## src/rtl/acia_loader.sv

```systemverilog
// acia_loader: serial boot loader that masters the ACIA register bus while
// the 65C02 is held off. It configures the ACIA, hunts for the 0x55 sync byte,
// collects a 16-bit address and length, streams the payload into RAM, checks
// the 8-bit additive checksum and answers ACK (0x06) or NAK (0x15).
module acia_loader #(
  parameter logic [3:0]  BAUD_SEL    = 4'b0000,
  parameter logic [7:0]  CMD_VAL     = 8'h0A,
  parameter int unsigned TIMEOUT_CYC = 50_000_000
) (
  input  logic        clk,
  input  logic        rst,
  input  logic        start,
  output logic        busy,
  output logic        cpu_hold,
  output logic        done,
  output logic        error,
  output logic [1:0]  acia_rs,
  output logic        acia_we,
  output logic        acia_en,
  output logic [7:0]  acia_din,
  input  logic [7:0]  acia_dout,
  output logic [15:0] mem_addr,
  output logic [7:0]  mem_data,
  output logic        mem_we
);

  typedef enum logic [2:0] {
    S_IDLE,
    S_CFG_CMD,
    S_CFG_CTRL,
    S_POLL_RX,
    S_READ_RX,
    S_WRITE_MEM,
    S_POLL_TX,
    S_WRITE_TX
  } state_t;

  // Which frame field the next received byte belongs to.
  typedef enum logic [2:0] {
    F_SYNC,
    F_AHI,
    F_ALO,
    F_LHI,
    F_LLO,
    F_DATA,
    F_CHK
  } field_t;

  localparam logic [7:0]  SYNC_BYTE = 8'h55;
  localparam logic [7:0]  ACK_BYTE  = 8'h06;
  localparam logic [7:0]  NAK_BYTE  = 8'h15;
  localparam logic [1:0]  RS_DATA   = 2'b00;
  localparam logic [1:0]  RS_STAT   = 2'b01;
  localparam logic [1:0]  RS_CMD    = 2'b10;
  localparam logic [1:0]  RS_CTRL   = 2'b11;
  localparam logic [31:0] TO_LAST   = 32'(TIMEOUT_CYC - 1);

  state_t      state;
  state_t      state_n;
  field_t      field;
  logic [15:0] addr;
  logic [15:0] len;
  logic [7:0]  sum;
  logic [7:0]  reply;
  logic [31:0] to_cnt;
  logic [7:0]  rx_byte;
  logic        rx_ready;
  logic        tx_ready;
  logic        timeout_hit;

  assign rx_byte  = acia_dout;
  assign rx_ready = acia_dout[3];
  assign tx_ready = acia_dout[4];

  // The inter-byte timer only matters once a sync byte has opened a frame;
  // a byte arriving in the same poll cycle wins over the timeout.
  assign timeout_hit = (state == S_POLL_RX) && (field != F_SYNC) &&
                       !rx_ready && (to_cnt >= TO_LAST);

  assign busy     = (state != S_IDLE);
  assign cpu_hold = busy;
  assign mem_addr = addr;

  // State register; reset drops the bus immediately without sending a reply.
  always_ff @(posedge clk or posedge rst) begin
    if (rst) begin
      state <= S_IDLE;
    end else begin
      state <= state_n;
    end
  end

  // Next-state selection from the current state and ACIA status/data.
  always_comb begin
    state_n = state;
    case (state)
      S_IDLE:      if (start) state_n = S_CFG_CMD;
      S_CFG_CMD:   state_n = S_CFG_CTRL;
      S_CFG_CTRL:  state_n = S_POLL_RX;
      S_POLL_RX: begin
        if (rx_ready)         state_n = S_READ_RX;
        else if (timeout_hit) state_n = S_POLL_TX;
      end
      S_READ_RX: begin
        case (field)
          F_DATA:  state_n = S_WRITE_MEM;
          F_CHK:   state_n = S_POLL_TX;
          default: state_n = S_POLL_RX;
        endcase
      end
      S_WRITE_MEM: state_n = S_POLL_RX;
      S_POLL_TX:   if (tx_ready) state_n = S_WRITE_TX;
      S_WRITE_TX:  state_n = S_IDLE;
      default:     state_n = S_IDLE;
    endcase
  end

  // Bus strobes decoded from the state alone: one ACIA access per busy cycle
  // except the RAM write cycle, which leaves the ACIA idle.
  always_comb begin
    acia_en  = 1'b0;
    acia_we  = 1'b0;
    acia_rs  = RS_DATA;
    acia_din = 8'h00;
    mem_we   = 1'b0;
    case (state)
      S_CFG_CMD: begin
        acia_en  = 1'b1;
        acia_we  = 1'b1;
        acia_rs  = RS_CMD;
        acia_din = CMD_VAL;
      end
      S_CFG_CTRL: begin
        acia_en  = 1'b1;
        acia_we  = 1'b1;
        acia_rs  = RS_CTRL;
        acia_din = {4'h0, BAUD_SEL};
      end
      S_POLL_RX, S_POLL_TX: begin
        acia_en = 1'b1;
        acia_rs = RS_STAT;
      end
      S_READ_RX: begin
        acia_en = 1'b1;
        acia_rs = RS_DATA;
      end
      S_WRITE_MEM: mem_we = 1'b1;
      S_WRITE_TX: begin
        acia_en  = 1'b1;
        acia_we  = 1'b1;
        acia_rs  = RS_DATA;
        acia_din = reply;
      end
      default: ;
    endcase
  end

  // Frame parser datapath: field tracking, address/length, checksum,
  // timeout counter and the sticky done/error flags.
  always_ff @(posedge clk or posedge rst) begin
    if (rst) begin
      field    <= F_SYNC;
      addr     <= 16'h0000;
      len      <= 16'h0000;
      sum      <= 8'h00;
      reply    <= 8'h00;
      to_cnt   <= 32'd0;
      done     <= 1'b0;
      error    <= 1'b0;
      mem_data <= 8'h00;
    end else begin
      case (state)
        S_IDLE: begin
          if (start) begin
            done   <= 1'b0;
            error  <= 1'b0;
            to_cnt <= 32'd0;
            field  <= F_SYNC;
          end
        end
        S_CFG_CTRL: begin
          field  <= F_SYNC;
          to_cnt <= 32'd0;
        end
        S_POLL_RX: begin
          if (!rx_ready && (field != F_SYNC)) begin
            if (timeout_hit) begin
              error <= 1'b1;
              reply <= NAK_BYTE;
            end else begin
              to_cnt <= to_cnt + 32'd1;
            end
          end
        end
        S_READ_RX: begin
          to_cnt <= 32'd0;
          case (field)
            F_SYNC: if (rx_byte == SYNC_BYTE) field <= F_AHI;
            F_AHI: begin
              addr[15:8] <= rx_byte;
              field      <= F_ALO;
            end
            F_ALO: begin
              addr[7:0] <= rx_byte;
              field     <= F_LHI;
            end
            F_LHI: begin
              len[15:8] <= rx_byte;
              field     <= F_LLO;
            end
            F_LLO: begin
              len[7:0] <= rx_byte;
              sum      <= 8'h00;
              field    <= ({len[15:8], rx_byte} == 16'h0000) ? F_CHK : F_DATA;
            end
            F_DATA: begin
              mem_data <= rx_byte;
              sum      <= sum + rx_byte;
            end
            F_CHK: begin
              reply <= (rx_byte == sum) ? ACK_BYTE : NAK_BYTE;
              if (rx_byte != sum) error <= 1'b1;
            end
            default: field <= F_SYNC;
          endcase
        end
        S_WRITE_MEM: begin
          addr <= addr + 16'd1;
          len  <= len - 16'd1;
          if (len == 16'd1) field <= F_CHK;
        end
        S_WRITE_TX: done <= 1'b1;
        default: ;
      endcase
    end
  end

endmodule
```

## config.mk

```make
export PLATFORM = sky130hd
export DESIGN_NAME = acia_loader
export DESIGN_NICKNAME = d
export VERILOG_FILES = /design/src/rtl/acia_loader.sv
export SDC_FILE = /design/constraint.sdc
export NUM_CORES = 1
export LEC_CHECK = 0
export BUFFER_PORTS_ARGS = -buffer_cell sky130_fd_sc_hd__buf_2
export CAP_MARGIN = 20
export CORE_UTILIZATION = 55
export DETAILED_ROUTE_END_ITERATION = 8
export PLACE_DENSITY = 0.75
export SETUP_SLACK_MARGIN = 0.4
export SYNTH_ARGS = -nofsm -noshare
export SYNTH_HDL_FRONTEND = slang
export SYNTH_SLANG_ARGS = --single-unit
```

## constraint.sdc

```tcl
create_clock -name clk -period 4.6 [get_ports clk]
set_clock_uncertainty 0.05 [all_clocks]
set_input_delay 0.92 -clock clk [delete_from_list [all_inputs] [get_ports clk]]
set_output_delay 0.92 -clock clk [all_outputs]
set_load 0.01 [all_outputs]
```

* Word level (Yosys, flattened, before mapping)
Cells that the tools add are included.
Storage, ports and cells: bits in registers 96, bits in latches 0, memory bits (writable) 0, ROM bits 0, bits of input ports 11, output and inout bits 41, logic and storage cells 124, memories kept 0
Cells by class: $add $sub $neg 4, multipliers 0, divide/modulo/power cells 0, $lt $le $gt $ge 1, equality and inequality tests 32, shift-type cells 0, multiplexer cells 40, bitwise gates (word level) 0, reductions and logical operators 35
Operators with widths (count):
- $mux W32 | 3
- $pmux W32 S3 | 1
- $pmux W16 S2 | 2
- $mux W8 | 7
- $pmux W8 S2 | 3
- $add A32 B1 Y32 const B | 1
- $ge A32 B26 Y1 const B | 1
- $eq A3 B3 Y1 const B | 7
- $mux W3 | 7
- $pmux W3 S7 | 1
- $pmux W3 S6 | 1
- $add A16 B1 Y16 const B | 1
- $eq A16 B1 Y1 const B | 1
- $logic_not A16 Y1 | 1
- $sub A16 B1 Y16 const B | 1
- $ne A2 B2 Y1 const B | 7
- $reduce_and A2 Y1 | 7
- $eq A3 B2 Y1 const B | 4
- $ne A2 B1 Y1 const B | 6
- $pmux W3 S4 | 1
- $reduce_bool A3 Y1 | 4
- $add A8 B8 Y8 | 1
- $eq A8 B7 Y1 const B | 1
- $eq A8 B8 Y1 | 1
- 22 further kinds | 42

* Logic depth before layout (Yosys ltp)
depth in word-level cells 7, depth in mapped cells 9, mapped depth without buffers 7

* Least setup slack after synthesis
No wires, ideal clock.
path kind register to output, start point reg state[1], end point out mem_we, arrival 1571 ps, required time 3630 ps, path slack 2059 ps, stages on the path, launching flop included 7, path buffers 3, cells stage by stage dfrtp_1 -> buf_2 -> nand2b_1 -> or2_2 -> clkbuf_1 -> inv_1 -> buf_1
On the way: cells in the longest elaborated chain, start to end 2
Ends and longest elaborated chain:
- from (decl) | RTL line 58 | state_t state;
- from (signal assigned) | RTL line 89 | state <= state_n;
- $eq A3 B3 Y1 | RTL line 126 | case (state)
- $mux W1 | RTL line 126
- to (decl) | RTL line 24 | output logic mem_we
Every way passes these cells.

* Worst setup path in the final report
start point reg state[0], end point out mem_we
The elaborated chain is that of the path after synthesis.

==> results.md <==
- Count of nets after finishing: 659
- Worst r2r path cells: 5
- Aggregate global routing overflow: 0
- Worst slew slack as a fraction of its limit: a little under a third
- Max Freq: 291.5 MHz
- Portion of total power attributed to combinational logic: 32.9%
- Worst Hold Endpoint: mem_data[6]
- Cells on Worst Hold Path: 2
- Count of flip-flops with a built-in enable after synthesis: 0
- Worst setup path category: reg -> out
- # fillers: 783
- Async S/R FF share, synth: 100.0%
- All-Layer GR Usage: 27.17%
- HP Class: reg -> reg
- Clock latency of the later-clocked register in the worst-skew pair: around 0.37 ns
- Die area: 10150 µm²
- CTS tree: done
- Net switching power: between 0.001 and 0.0015 W
- Worst min-delay path startpoint: mem_data[6]
- Number of antenna-violating nets in the routed design: 0
- Worst reg2reg path startpoint: state[0]
- Core region area: 9328 µm²
- Horizontal extent of the die: approximately 100 µm
- H-tree lvl count: 3
- Post-synthesis cell count: 613
- Die Span Y: about 100 µm
- Worst flop-to-flop path endpoint: to_cnt[7]
- Number of clock sinks seen by CTS: 91
- Post-route cell area: 5872 µm²
- Library cells used by synthesis: 59
- Sequential share of power: 41.6%
- I/O Buffers: 48
- Largest net degree at the start of global routing: 63
- Seq cells post-synth: 91
- Switching share of total power: roughly two fifths
- Area after DPL: 5598 µm²
- Kind of start point of the critical path: flop
- Ports: 52
- Maximum clock insertion buffer count: 2
- Hold Worst Slack: 0.4323 ns
- Hold buffers post-CTS: 0
- Final design utilization: 62.95%
- Setup repair after global routing missed its margin: no
- Leakage: 2.457 nW
- Most frequent standard cell in the layout excluding fill and tap cells: dfrtp_1
- Max-cap viol count: 0
- Detailed Routing Iterations Pass 1: 8
- Routed wire length: 13000 µm
- Summed instance area of the synthesized netlist: 5363 µm²
- Post-layout minimum cycle time: 3.431 ns
- Average via count per standard cell: between 6 and 7
- Crit path required time: 3.63 ns
- DRC violations left: 0
- Clock tree root driver cell: clkbuf_8
- Register Area: 2277 µm²
- Number of antenna violations at the first check in global routing: 0
- Number of gates resized after CTS: 0
- Vias in the first global route: approximately 4500
- Share of the clock period used by the worst path after layout: approximately three quarters
- Fin. Hold Viols: 0
- DRC marker count from the first detailed-route iteration: 324
- Number of setup violations in the final report: 0
- IR Drop Worst-Case VDD: 292.9 µV
- Reg clk slew, reported paths: about 0.090 ns
- First-pass GRT wire length: 21590 µm
- R2R setup slack: approximately 1.4 ns
- Worst slack at placement: 1.436 ns
- Multi-input combinational cell area: 2858 µm²
- Element type at the critical path end: primary output
- Detailed-route via count: 4793
- Transition time at the pin with the least slew margin: 1.022 ns
- Antenna diode count: 0
- Final Slew Violations: 0
- Number of warning messages in the yosys log: 0
- RePlAce Congestion: ~0.89
- Fraction of the yosys area taken by sequential cells: between 40 and 50%
- Area Overhead vs Synth: 9.496%
- Post-DP HPWL: 8931 µm
- Effective utilization at floorplan: 57.49%
- Post-synth top flop: dfrtp_1
- Detail-routed net length per standard cell: 16.88 µm
- Relative contribution of the clock network to total power: 25.5%
- Setup Buffers After CTS: 0
- Total negative slack for setup checks: 0 ns
- Average size of a mapped cell: around 8.7 µm²
- Worst Setup Slack, final: 1.169 ns
- Clock buffers created by TritonCTS: 9
- P per Cell Area: around 480 nW/µm²
- Data arrival at the endpoint of the critical path: 2.46 ns
- Result of the run: completed
- Most used cells in the layout excluding fill and tap cells: dfrtp_1 (91), nand2_1 (78), nand3_1 (49), buf_2 (48), nor2_1 (47)
- Largest fanout on the critical path: 33
- Ratio of cells with drive above 1 in the final layout: 14.04%
- Core Rows: 35
- Internal portion of total power: 0.001740 W
## cell families after synthesis
kind of cell	count (synthesis)	share of synthesized area (%)
AO/OA/AOI/OAI	156	20.16
XOR/XNOR	11	1.797
multiplexers	8	1.610
AND/OR/NAND/NOR	283	26.58
flip-flops	91	42.46
buffers and inverters	51	4.386
adder cells (fa/ha/maj)	12	2.940
other	1	0.06993
## worst max path at each step
stage | start | endpoint | cells past startpoint
after floorplan | rst | done | 1
after global placement | acia_dout[3] | to_cnt[22] | 7
after detailed placement | state[0] | to_cnt[2] | 5
after CTS | state[0] | mem_we | 4
after global routing | state[0] | mem_we | 4
final | state[0] | mem_we | 4
## synthesized netlist by cell type (all sizes together), types with 7 or more instances
cell     n  area share, %
o211ai   9            1.3
ha      11            2.6
o21ai   36            3.4
nor2    47            3.3
inv     10           0.70
nand3   49            4.6
nand2   78            5.5
nand2b   7           0.82
and2    10            1.2
a211oi   9            1.3
o31ai   20            3.5
clkbuf  22            1.5
nor2b    7           0.82
a21oi   43            4.1
buf     19            2.1
or3     13            1.5
and3    18            2.1
nor3    18            1.9
nor4     7           0.82
dfrtp   91             42
or4      8            1.2
nand4   10            1.2
## routing by layer
| layer | wire length, µm | vias to the layer above | part of all wire, % | global-route usage, % |
|---|---|---|---|---|
| li1 | - | 2293 | - | - |
| met1 | 5767 | 2341 | 44 | 36.01 |
| met2 | 6421 | 128 | 49 | 44.99 |
| met3 | 472 | 31 | 3.6 | 3.051 |
| met4 | 337 | 0 | 2.6 | 12.37 |
| met5 | 0 | - | 0 | 0 |
## worst max-delay path, stage by stage, from the launching register on
cell and delay [ns]:
dfrtp_1 0.74, inv_1 0.22, or2_2 0.59, inv_1 0.34, buf_2 0.20
## registers in the layout (all words and copies together), names as in the netlist
name,flops
to_cnt,32
len,16
mem_addr,16
mem_data,8
sum,8
field,3
reply,3
state,3
done,1
error,1
## final cells by class
cell class              count  area share, %
clock buffers              10          2.344
clock inverters             6          2.323
inverters                  10         0.6606
multi-input cells         473          48.67
flip-flops and latches     91          38.78
well taps                 129          2.749
repair buffers             51          4.475
## per-stage QoR
stage / total power [W] / cells
floorplan: 0.001841 / 615
global placement: 0.002078 / 754
detailed placement: 0.002121 / 754
CTS: 0.002844 / 770
global route: 0.003020 / 770
finish: 0.002845 / 770
## power groups by stage
| stage | registers, W | clock network (W) | logic, W |
|---|---|---|---|
| floorplan | 0.00113 | 0 | 0.000716 |
| global placement | 0.00118 | 0 | 0.000900 |
| detailed placement | 0.00119 | 0 | 0.000931 |
| CTS | 0.00118 | 0.000732 | 0.000936 |
| global route | 0.00121 | 0.000766 | 0.00104 |
| finish | 0.00118 | 0.000726 | 0.000936 |
(Power assumes the default switching activity.)
